## src/rtl/sdram_arbit.sv

```systemverilog
// sdram_arbit: SDRAM command-bus arbiter and refresh scheduler for the
// capture-to-VGA frame buffer path.
//
// The block owns the single SDRAM command/address/data bus. It hands the bus
// in turn to the init, auto-refresh, write and read sub-modules. It also
// raises the periodic refresh request.
//
// Parameters:
//   REF_PERIOD  clocks between refresh requests (16..2047)
//   TIMEOUT     maximum clocks in AREF/WRITE/READ before a forced return
//
// Ports:
//   clk, rst_n                      clock, async active-low reset
//   init_done                       power-up sequence finished (level)
//   init_cmd/init_addr              init sub-module bus
//   ref_cmd/ref_addr/ref_end        refresh sub-module bus + done pulse
//   wr_req/wr_cmd/wr_addr/wr_dq/wr_end  write sub-module bus + burst-done
//   rd_req/rd_cmd/rd_addr/rd_end    read sub-module bus + burst-done
//   ref_en/wr_en/rd_en              one-cycle grant pulses
//   state                           one-hot state broadcast
//   sdram_cmd/addr/dq_out/dq_oe     registered pin outputs
//   ref_req                         refresh pending (sticky)
//   ref_overrun, timeout_err        sticky error flags
//
// Build option:
//   SDRAM_ARBIT_RR_EN  write/read ties alternate on a last-grant bit.
//                      When it is undefined, write always beats read.
//
// state | meaning
// INIT  | waiting for the power-up sequence
// ARBIT | bus idle (NOP), picks the next owner
// AREF  | auto-refresh sub-module owns the bus
// WRITE | write sub-module owns the bus, DQ driven
// READ  | read sub-module owns the bus

module sdram_arbit #(
    parameter logic [10:0] REF_PERIOD = 11'd780,
    parameter logic [7:0]  TIMEOUT    = 8'd64
) (
    input  logic        clk,
    input  logic        rst_n,
    input  logic        init_done,
    input  logic [3:0]  init_cmd,
    input  logic [12:0] init_addr,
    input  logic [3:0]  ref_cmd,
    input  logic [12:0] ref_addr,
    input  logic        ref_end,
    input  logic        wr_req,
    input  logic [3:0]  wr_cmd,
    input  logic [12:0] wr_addr,
    input  logic [15:0] wr_dq,
    input  logic        wr_end,
    input  logic        rd_req,
    input  logic [3:0]  rd_cmd,
    input  logic [12:0] rd_addr,
    input  logic        rd_end,
    output logic        ref_en,
    output logic        wr_en,
    output logic        rd_en,
    output logic [4:0]  state,
    output logic [3:0]  sdram_cmd,
    output logic [12:0] sdram_addr,
    output logic [15:0] sdram_dq_out,
    output logic        sdram_dq_oe,
    output logic        ref_req,
    output logic        ref_overrun,
    output logic        timeout_err
);

    typedef enum logic [4:0] {
        S_INIT  = 5'b0_0001,
        S_ARBIT = 5'b0_0010,
        S_AREF  = 5'b0_0100,
        S_WRITE = 5'b0_1000,
        S_READ  = 5'b1_0000
    } state_t;

    localparam logic [3:0] CMD_NOP = 4'b0111;

    state_t      r_state;
    state_t      w_next_state;
    logic [10:0] r_ref_cnt;
    logic [7:0]  r_to_cnt;
    logic        r_ref_req;
    logic        r_ref_overrun;
    logic        r_timeout_err;
    logic        r_ref_en;
    logic        r_wr_en;
    logic        r_rd_en;
    logic [3:0]  r_cmd;
    logic [12:0] r_addr;
    logic [15:0] r_dq;
    logic        r_dq_oe;

    logic        w_wrap;
    logic        w_to_hit;
    logic        w_wr_wins;
    logic        w_grant_ref;
    logic        w_grant_wr;
    logic        w_grant_rd;
    logic        w_expire;

    assign w_wrap   = init_done && (r_ref_cnt == REF_PERIOD - 11'd1);
    assign w_to_hit = (r_to_cnt == TIMEOUT - 8'd1);

`ifdef SDRAM_ARBIT_RR_EN
    // Remembers who won the last write/read grant. It resets to "read" so
    // that write wins the first tie.
    logic r_last_wr;

    always_ff @(posedge clk or negedge rst_n) begin
        if (!rst_n)
            r_last_wr <= 1'b0;
        else if (w_grant_wr)
            r_last_wr <= 1'b1;
        else if (w_grant_rd)
            r_last_wr <= 1'b0;
    end

    assign w_wr_wins = ~r_last_wr;
`else
    assign w_wr_wins = 1'b1;
`endif

    always_ff @(posedge clk or negedge rst_n) begin
        if (!rst_n)
            r_state <= S_INIT;
        else
            r_state <= w_next_state;
    end

    always_comb begin
        w_next_state = r_state;
        w_grant_ref  = 1'b0;
        w_grant_wr   = 1'b0;
        w_grant_rd   = 1'b0;
        w_expire     = 1'b0;
        case (r_state)
            S_INIT: begin
                if (init_done)
                    w_next_state = S_ARBIT;
            end
            S_ARBIT: begin
                if (init_done) begin
                    if (r_ref_req) begin
                        w_grant_ref  = 1'b1;
                        w_next_state = S_AREF;
                    end else if (wr_req && (!rd_req || w_wr_wins)) begin
                        w_grant_wr   = 1'b1;
                        w_next_state = S_WRITE;
                    end else if (rd_req) begin
                        w_grant_rd   = 1'b1;
                        w_next_state = S_READ;
                    end
                end
            end
            S_AREF: begin
                if (ref_end) begin
                    w_next_state = S_ARBIT;
                end else if (w_to_hit) begin
                    w_next_state = S_ARBIT;
                    w_expire     = 1'b1;
                end
            end
            S_WRITE: begin
                if (wr_end) begin
                    w_next_state = S_ARBIT;
                end else if (w_to_hit) begin
                    w_next_state = S_ARBIT;
                    w_expire     = 1'b1;
                end
            end
            S_READ: begin
                if (rd_end) begin
                    w_next_state = S_ARBIT;
                end else if (w_to_hit) begin
                    w_next_state = S_ARBIT;
                    w_expire     = 1'b1;
                end
            end
            default: w_next_state = S_INIT;
        endcase
    end

    // Refresh timer and pending/overrun flags. A wrap that lands on the
    // same edge as the refresh grant re-arms the request, because a new
    // refresh is owed; this is not counted as an overrun.
    always_ff @(posedge clk or negedge rst_n) begin
        if (!rst_n) begin
            r_ref_cnt     <= 11'd0;
            r_ref_req     <= 1'b0;
            r_ref_overrun <= 1'b0;
        end else begin
            if (!init_done || w_wrap)
                r_ref_cnt <= 11'd0;
            else
                r_ref_cnt <= r_ref_cnt + 11'd1;

            if (w_wrap) begin
                r_ref_req <= 1'b1;
                if (r_ref_req && !w_grant_ref)
                    r_ref_overrun <= 1'b1;
            end else if (w_grant_ref) begin
                r_ref_req <= 1'b0;
            end
        end
    end

    // Dwell counter: zero outside the busy states and on every entry.
    always_ff @(posedge clk or negedge rst_n) begin
        if (!rst_n) begin
            r_to_cnt      <= 8'd0;
            r_timeout_err <= 1'b0;
        end else begin
            if (r_state != S_INIT && r_state != S_ARBIT && w_next_state == r_state)
                r_to_cnt <= r_to_cnt + 8'd1;
            else
                r_to_cnt <= 8'd0;
            if (w_expire)
                r_timeout_err <= 1'b1;
        end
    end

    // Pins are loaded according to the next state. The pin contents then
    // change on the same edge as the state bus, so command, address and
    // data each carry one clock of latency and DQ is enabled exactly while
    // the state reads WRITE.
    always_ff @(posedge clk or negedge rst_n) begin
        if (!rst_n) begin
            r_ref_en <= 1'b0;
            r_wr_en  <= 1'b0;
            r_rd_en  <= 1'b0;
            r_cmd    <= CMD_NOP;
            r_addr   <= 13'd0;
            r_dq     <= 16'd0;
            r_dq_oe  <= 1'b0;
        end else begin
            r_ref_en <= w_grant_ref;
            r_wr_en  <= w_grant_wr;
            r_rd_en  <= w_grant_rd;
            r_dq     <= 16'd0;
            r_dq_oe  <= 1'b0;
            case (w_next_state)
                S_INIT: begin
                    r_cmd  <= init_cmd;
                    r_addr <= init_addr;
                end
                S_AREF: begin
                    r_cmd  <= ref_cmd;
                    r_addr <= ref_addr;
                end
                S_WRITE: begin
                    r_cmd   <= wr_cmd;
                    r_addr  <= wr_addr;
                    r_dq    <= wr_dq;
                    r_dq_oe <= 1'b1;
                end
                S_READ: begin
                    r_cmd  <= rd_cmd;
                    r_addr <= rd_addr;
                end
                default: begin
                    r_cmd  <= CMD_NOP;
                    r_addr <= 13'd0;
                end
            endcase
        end
    end

    assign state        = r_state;
    assign ref_en       = r_ref_en;
    assign wr_en        = r_wr_en;
    assign rd_en        = r_rd_en;
    assign sdram_cmd    = r_cmd;
    assign sdram_addr   = r_addr;
    assign sdram_dq_out = r_dq;
    assign sdram_dq_oe  = r_dq_oe;
    assign ref_req      = r_ref_req;
    assign ref_overrun  = r_ref_overrun;
    assign timeout_err  = r_timeout_err;

endmodule

```

## config.mk

```make
export PLATFORM = sky130hd
export DESIGN_NAME = sdram_arbit
export DESIGN_NICKNAME = d
export VERILOG_FILES = /design/src/rtl/sdram_arbit.sv
export SDC_FILE = /design/constraint.sdc
export NUM_CORES = 1
export LEC_CHECK = 0
export ABC_CLOCK_PERIOD_IN_PS = 2950
export BUFFER_PORTS_ARGS = -buffer_cell sky130_fd_sc_hd__buf_4
export CORE_MARGIN = 3
export CORE_UTILIZATION = 46
export DETAILED_ROUTE_END_ITERATION = 8
export PLACE_DENSITY_LB_ADDON = 0.25
export SYNTH_ARGS = -nofsm -noshare
export SYNTH_HDL_FRONTEND = slang
export SYNTH_SLANG_ARGS = --single-unit
export TNS_END_PERCENT = 5
```

## constraint.sdc

```tcl
create_clock -name clk -period 2.95 [get_ports clk]
set_input_delay 0.4425 -clock clk [delete_from_list [all_inputs] [get_ports clk]]
set_output_delay 0.4425 -clock clk [all_outputs]
set_load 0.05 [all_outputs]
```

---- Yosys cells after proc, flatten, opt, wreduce, memory -nomap -nowiden ----
Cells that the tools add are included.
word-level totals
  register bits after elaboration ......... 64
  input bits .............................. 92
  output and inout bits ................... 45
operators by class
  $add $sub $neg .......................... 2
  equal/unequal tests ..................... 14
  mux-type cells .......................... 35
  reductions and logical operators ........ 9
operators by type and width
  cell                   number
  $pmux 13 s4            1
  $mux 5                 9
  $pmux 5 s5             1
  $mux 1                 19
  $mux 16                1
  $pmux 4 s4             1
  $add 11x1->11 const B  1
  $eq 11x10->1 const B   1
  $mux 11                1
  $eq 5x1->1 const B     2
  $eq 5x3->1 const B     2
  $eq 5x4->1 const B     2
  $eq 5x5->1 const B     2
  $add 8x1->8 const B    1
  $eq 8x6->1 const B     1
  $mux 8                 1
  $eq 5x2->1 const B     1
  $eq 5x5->1             1
  $ne 5x1->1 const B     1
  $ne 5x2->1 const B     1
  $logic_and 1x1->1      4
  $pmux 1 s3             1
  $logic_not 1->1        2
  $reduce_and 2->1       1
  2 further kinds        2

---- Depth between registers and ports, before layout ----
Gate-level depths: netlist of the first run.
  word-level depth ........................ 8
  gate-level depth with buffers ........... 8

---- Least setup slack after synthesis of the first run ----
OpenSTA, ideal clock, no wires.
  kind .................................... register to register
  from .................................... register r_state[4] (netlist: state[4])
  to ...................................... register r_addr[1] (netlist: sdram_addr[1])
  arrival time ............................ 2375 ps
  required time ........................... 2884 ps
  setup slack ............................. 509 ps
  cell stages (with the launch flop) ...... 9
  clock period less this slack ............ 2441 ps
  path through ............................ dfrtp_1 buf_6 or3_4 or4_4 o32a_4 nor2_8 buf_8 a22o_1 a221o_1
on the way
  longest elaborated chain between the ends .. 7
  elaborated cells on any way between the ends .. 20
  classes of those cells .................. 9 x eq/ne; 11 x mux
ends and longest elaborated chain
  element                                   RTL line  source
  from (decl)                               80        state_t r_state;
  from (signal assigned)                    129       r_state <= w_next_state;
  $mux 5                                    151       end else if (rd_req) begin
  $mux 5                                    148       end else if (wr_req && (!rd_req || w_wr_wins)) begin
  $mux 5                                    145       if (r_ref_req) begin
  $mux 5                                    144       if (init_done) begin
  $pmux 5 s5 (*)                            138       case (r_state)
  net w_next_state[4]                       81        state_t w_next_state;
  $eq 5x5->1, or another cell as far along  243       case (w_next_state)
  $pmux 13 s4 (*)                           243
  to (signal assigned)                      246       r_addr <= init_addr;
  to (signal assigned)                      250       r_addr <= ref_addr;
  to (signal assigned)                      254       r_addr <= wr_addr;
  to (decl)                                 91        logic [12:0] r_addr;
Mark *: on every way through the listed nets, which the timed path passes. The rest lies on a longest branch.
A chain may end at the register's enable or synchronous reset.

---- Worst setup path in the final report of the first run ----
  from .................................... register r_state[2] (netlist: state[2])
  to ...................................... register r_cmd[3] (netlist: sdram_cmd[3])
on the way
  longest elaborated chain between the ends .. 7
  elaborated cells on any way between the ends .. 20
  classes of those cells .................. 9 x eq/ne; 11 x mux
ends and longest elaborated chain
  element                                   RTL line  source
  $mux 5                                    151
  $mux 5                                    148
  $mux 5                                    145
  $mux 5                                    144
  $pmux 5 s5 (*)                            138
  $eq 5x5->1, or another cell as far along  243
  $pmux 4 s4 (*)                            243
  to (signal assigned)                      245       r_cmd <= init_cmd;
  to (signal assigned)                      249       r_cmd <= ref_cmd;
  to (signal assigned)                      253       r_cmd <= wr_cmd;
  to (decl)                                 90        logic [3:0] r_cmd;
Mark *: on every way between the ends. The rest lies on a longest branch, timed or not.

==> results.md, run 1 <==
- EDFF count, synth: 0
- Outcome: completed
- Final setup skew: between 0.007 and 0.008 ns
- Area growth syn-to-layout: 44.30%
- Post-DP Area: 3930 um2
- Non-Filler Cell Area, Final: a little over 4000 um2
- Endpoint type of the worst setup path: register
- Share of layout cells above drive strength 1: 0.4293
- Final hold vios: 0
- Total number of yosys warnings: 0
- Worst-path clk slew: 0.07 ns
- Syn Inst Count: 245
- CTS buffer count: 9
- DR vias/cell: 5.306
- Synth unique cells: 49
- Sequential share of the synthesized area: 0.5605
- Iter 0 DRT Violations: ~140
- R2r setup slk: between 0.3 and 0.4 ns
- I/O pin total: around 140
- Floorplan row count: 28
- H-tree level count: 3
- Clock latency at the later pin of the worst-skew pair: around 0.34 ns
- Worst-path fanout max: 34
- Nets: around 480
- M1 GR Usage: 0.2370
- GRT Max-Usage Layer: met2
- RSZ-0062 raised after global routing: no
- Count leader, synth: dfrtp_1
- Ranking of synthesized cells by area: dfrtp_1 52%, a22o_1 5.2%, a221o_1 4.9%
- Crit start category: register
- Final setup violation count: 0
- Slew margin rel.: 0.2308
- Syn avg cell area: 11.70 um2
- ANT cells: 0
- Worst Tran Pin Value: 1.152 ns
- Die Wd: between 80 and 90 um
- Total clock sinks: 64
- Net Count, Synth: between 300 and 400
- Die height: around 85 um
- Post-Syn Area: roughly 2900 um2
- P per Cell Area: between 700 and 800 nW/um2
- Total GRT Usage: 0.2137
- Top cell type's share of synthesized area: 0.5238
- Hold crit path type: in -> async
- Peak supply drop: around 0.00039 V
- Core area: 5991 um2
- Final worst-path cycle share: 0.8721
- CTS max path bufs: 2
- Met2 Use GR: 0.3715
- CTS-repair resized insts: 0
- Total of max-cap violations: 0
- Largest net degree at the start of global routing: between 60 and 70
- TritonCTS clock tree: done
- Non-filler cells, final: roughly 460
- Max-slew violations: 0
- CTS Hold Bufs: 0
- Cell count after placement: approximately 450
- Die ar.: 7215 um2
- GR Overflow Total: 0
- WL/cell: 16.13 um
- Drt pass-1 iters: 4
- Starting Density: 0.4785
- Final ANT Viol Nets: 0
- Tmin final: between 2 and 3 ns
- DRT Wirelength: between 7 and 8 mm
- GRT met3 Usage: 0.07670
- Clk root buf: clkbuf_8
- Post-synth ARST share: 1.000
- First-pass GRT wire length: roughly 12 mm
- Critical Path RT: approximately 3.2 ns
- Ys flop type: dfrtp_1
- HPWL Detailed: roughly 5.7 mm
- Vias in the first global route: 2551
- Worst Path Class, Setup: reg -> reg
- Input/output buffers: between 100 and 150
- Synth Register Bits: between 60 and 70
- Via count: ~2500
- Post-CTS Setup Bufs: 0
- Antenna violations before repair: 0
- RD Place Congestion: 0.8305
- Area leader, netlist: dfrtp_1
- Filler instances: about 440
- Worst Path Arrival: 2.84 ns
- Leakage: approximately 2.1 nW
- Top cells by count, synth: 60 x dfrtp_1, 25 x nor2_1, 20 x and2_1
- Max Clock Freq: slightly below 400 MHz
- Setup_tns: 0 ns
- Residual DRC: 0
stage by stage:
| stage | hold WS (ns) | total power, mW | worst slack [ns] | util |
|---|---|---|---|---|
| final | 0.1888 | 2.986 | 0.3772 | 0.6905 |
| after global routing | 0.2353 | 3.126 | 0.1524 | 0.6905 |
| after CTS | 0.2017 | 3.015 | 0.3689 | 0.6905 |
| after detailed placement | 0.4472 | 2.250 | 0.3712 | 0.6560 |
| after global placement | 0.4445 | 2.220 | 0.4673 | 0.6560 |
| after floorplan | 0.1469 | 1.845 | 0.5091 | - |
sequential cells by signal, summed over array words and instances, names as in the netlist:
name and count:
ref_en 1, wr_en 1, sdram_cmd 4, state 5
rd_en 1, r_to_cnt 8, timeout_err 1, ref_overrun 1
ref_req 1, r_ref_cnt 11, sdram_dq_oe 1, sdram_addr 13
sdram_dq_out 16
power breakdown:
group	total, mW	internal [mW]	switching (mW)
Clock	0.760	0.433	0.327
Combinational	1.11	0.411	0.703
Sequential	1.11	1.02	0.0935
Total	2.99	1.86	1.12
worst max-delay path, cell delays in order (launching register included):
cell,delay [ns]
dfrtp_1,0.53
or3_4,0.46
or4_4,0.46
nor3b_2,0.25
o22a_2,0.56
a221o_1,0.24
layer usage:
layer	wire, um	share of wire
met1	2845	0.38
met2	3884	0.52
met3	595	0.079
met4	159	0.021
met5	0	0
cells in the final DEF, fill, tap and decap left out, drive strengths merged, types with 4 or more instances in the layout:
| cell type | synthesis | layout |
|---|---|---|
| buf | 8 | 138 |
| dfrtp | 60 | 60 |
| nor2 | 26 | 26 |
| and2 | 20 | 20 |
| a22o | 17 | 17 |
| a221o | 14 | 14 |
| clkbuf | 2 | 11 |
| nand2 | 10 | 10 |
| o21ai | 8 | 8 |
| xor2 | 7 | 7 |
| nand3 | 7 | 7 |
| xnor2 | 6 | 6 |
| a21oi | 5 | 5 |
| nor3 | 4 | 4 |
| and3 | 4 | 4 |
| dfstp | 4 | 4 |
| or3 | 4 | 4 |
cells by family after synthesis:
group                    synth area share
XOR/XNOR                          0.03972
adder cells (fa/ha/maj)          0.008728
AND/OR/NAND/NOR                    0.1846
AO/OA/AOI/OAI                      0.1794
buffers and inverters             0.02706
flip-flops                         0.5605
worst paths after layout:
path | start | end | cells after the start
max | state[2] | sdram_cmd[3] | 5
min | rst_n | r_to_cnt[3] | 1
max reg2reg | state[2] | sdram_cmd[3] | 5
min reg2reg | r_ref_cnt[0] | r_ref_cnt[0] | 1
max in group asynchronous | rst_n | sdram_addr[6] | 1
min in group clk | wr_dq[11] | sdram_dq_out[11] | 2
final cells by class:
type	count	area (um2)	share of cell area
Inverter	3	11.26	0.002722
Clock inverter	5	55.05	0.01331
Clock buffer	11	151.4	0.03660
Sequential cell	64	1607	0.3884
Multi-Input combinational cell	168	1182	0.2858
Timing Repair Buffer	138	1036	0.2505
Tap cell	75	93.84	0.02269
No activity file was read; power rests on OpenSTA's default activity.
==> inputs of run 2 (changes only) <==
- RECOVER_POWER: not set -> 50
==> run 2 against run 1 <==
The flow now finishes with violations (max-capacitance violations, max-slew violations). Register-to-register slack about the same. Utilization down 1.4 points. First-iteration DRC count shrank 7.6%. Die area unchanged. Critical endpoint unchanged. Largest power group unchanged. Sequential power about the same. Final area fell by 2.1%. Global-route usage unchanged. Sequential cell count unchanged.
==> results.md, run 2 (synthesis results as in run 1) <==
- CTS-repair resized insts: 0 (unchanged)
- DR vias/cell: 5.308 (was 5.306)
- Routed length on met3: 585 um (was 595 um)
- Worst-path clk slew: 0.07 ns (about the same)
- CTS Hold Bufs: 0 (unchanged)
- I/O pin total: 137 (unchanged)
- FF-to-FF End: sdram_cmd[3] (unchanged)
- Commonest non-fill, non-tap cell in the layout: buf_4 (unchanged)
- Die height: 84.94 um (unchanged)
- Worst-path fanout max: 34 (unchanged)
- Worst Tran Pin Value: 1.522 ns (was 1.152 ns)
- Outcome: complete, but fails checks (was completed)
- Total of max-cap violations: 1 (was 0)
- GR Overflow Total: 0 (unchanged)
- Total GRT Usage: 0.2137 (unchanged)
- Slowest stage delay, CP: 0.56 ns (about the same)
- Critical path's slowest cell: o22a_2 (unchanged)
- Metal2 WL: 3.880 mm (was 3.884 mm)
- Floorplan row count: 28 (unchanged)
- Switch share: 0.3808 (was 0.3763)
- H-tree level count: 3 (unchanged)
- Crit start category: register (unchanged)
- Drt pass-1 iters: 4 (unchanged)
- Residual DRC: 0 (unchanged)
- Die Wd: 84.94 um (unchanged)
- Worst Path Class, Setup: reg -> reg (unchanged)
- Final ANT Viol Nets: 0 (unchanged)
- Final hold vios: 0 (unchanged)
- Iter 0 DRT Violations: 133 (was 144)
- Antenna violations before repair: 0 (unchanged)
- Cell count after placement: 448 (unchanged)
- DRT met1 WL: 2.820 mm (was 2.845 mm)
- Failing checks: max-capacitance violations, max-slew violations
- Switching power: 1.121 mW (was 1.124 mW)
- WP depth: 5 (unchanged)
- DRT Wirelength: 7.445 mm (was 7.485 mm)
- Setup_tns: 0 ns (unchanged)
- Starting Density: 0.4785 (unchanged)
- Slew margin rel.: -0.01492 (was 0.2308)
- Via count: 2463 (was 2462)
- CTS buffer count: 9 (unchanged)
- RD Place Congestion: 0.8305 (unchanged)
- Worst r2r src: state[2] (unchanged)
- Area growth syn-to-layout: 41.34% (was 44.30%)
- Final setup violation count: 0 (unchanged)
- Largest net degree at the start of global routing: 65 (unchanged)
- ANT cells: 0 (unchanged)
- Final worst-path cycle share: 0.8767 (was 0.8721)
- Peak supply drop: 0.0003875 V (was 0.0003907 V)
- TritonCTS clock tree: done (unchanged)
- Worst Setup EP: sdram_cmd[3] (unchanged)
- Leakage: 2.011 nW (was 2.102 nW)
- Clock latency at the later pin of the worst-skew pair: 0.33 ns (was 0.34 ns)
- DR top layer: met4 (unchanged)
- Final core occ: 0.6763 (was 0.6905)
- Register share of total power: 0.377 (was 0.372)
- Total chip power: 2.943 mW (was 2.986 mW)
- Tmin final: 2.586 ns (was 2.573 ns)
- Crit path from: state[2] (unchanged)
- Top Family by Delay on Critical Path: simple AND/OR/NAND/NOR gates (unchanged)
- WL/cell: 16.05 um (was 16.13 um)
- Post-CTS Setup Bufs: 0 (unchanged)
- Comb power frac: 0.365 (was 0.373)
- Worst R2R Path Depth: 5 (unchanged)
- Max Clock Freq: 386.6 MHz (was 388.7 MHz)
- First-pass GRT wire length: 11.90 mm (unchanged)
- WP buf/inv: 0 (unchanged)
- Most frequent cells in the layout: 115 x buf_4, 60 x dfrtp_1, 25 x nor2_1 (was 138 x buf_4, 60 x dfrtp_1, 25 x nor2_1)
- Share of layout cells above drive strength 1: 0.3728 (was 0.4293)
- P per Cell Area: 726.4 nW/um2 (was 721.9 nW/um2)
- CTS max path bufs: 2 (unchanged)
- Hold_sp: wr_dq[6]
- R2r setup slk: 0.36 ns (was 0.38 ns)
- Final setup skew: 0.007474 ns (was 0.007162 ns)
- Max-slew violations: 65 (was 0)
- Int Power: 1.822 mW (was 1.863 mW)
- Nets: 478 (unchanged)
- Clk root buf: clkbuf_8 (unchanged)
- Worst-path cell chain: or3_4 -> or4_4 -> nor3b_2 -> o22a_2 -> a221o_1 (unchanged)
- Endpoint type of the worst setup path: register (unchanged)
- Die ar.: 7215 um2 (unchanged)
- HPWL Detailed: 5.716 mm (unchanged)
- Critical Path RT: 3.22 ns (about the same)
- Largest register FFs: 16 (unchanged)
- Core area: 5991 um2 (unchanged)
- Hold crit path type: in -> reg (was in -> async)
- Non-filler cells, final: 464 (unchanged)
- Worst Path Arrival: 2.85 ns (was 2.84 ns)
- Input/output buffers: 136 (unchanged)
- Clock power share: 0.258 (was 0.254)
- Vias in the first global route: 2551 (unchanged)
- RSZ-0062 raised after global routing: no (unchanged)
- Total clock sinks: 64 (unchanged)
run 2: routing by layer:
metal | GRT usage | vias up
met5 | 0 | -
met2 | 0.3715 | 94
met4 | 0.08633 | 0
li1 | - | 1177
met1 | 0.2370 | 1180
met3 | 0.07670 | 12
run 2: final cells by class:
cell class	instances	area, um2
multi-input combinational	168	1182
inverter	3	11.26
clock buffer	11	151.4
timing repair buffer	138	950.9
fill	464	1939
clock inverter	5	55.05
sequential	64	1607
tap	75	93.84
run 2: worst min-delay path by stage:
| stage | cells after the start | to |
|---|---|---|
| after floorplan | 0 | r_ref_cnt[0] |
| after global placement | 1 | r_ref_cnt[0] |
| after detailed placement | 1 | r_ref_cnt[0] |
| after CTS | 1 | r_to_cnt[2] |
| after global routing | 2 | sdram_dq_out[3] |
| final | 2 | sdram_dq_out[6] |
run 2: per-stage QoR:
step / setup slack, ns / hold WS, ns / instance area, um2
after floorplan: 0.5091 / 0.1469 / 2867
after global placement: 0.4673 / 0.4445 / 3930
after detailed placement: 0.3712 / 0.4472 / 3930
after CTS: 0.3689 / 0.2017 / 4136
after global routing: 0.1524 / 0.2961 / 4051
final: 0.3637 / 0.3109 / 4051
run 2: power by group through the flow:
stage / registers (mW) / clock network [mW] / logic, mW
CTS: 1.11 / 0.779 / 1.12
finish: 1.11 / 0.760 / 1.07
global placement: 1.12 / 0 / 1.10
detailed placement: 1.12 / 0 / 1.13
global route: 1.13 / 0.823 / 1.14
floorplan: 1.52 / 0 / 0.323
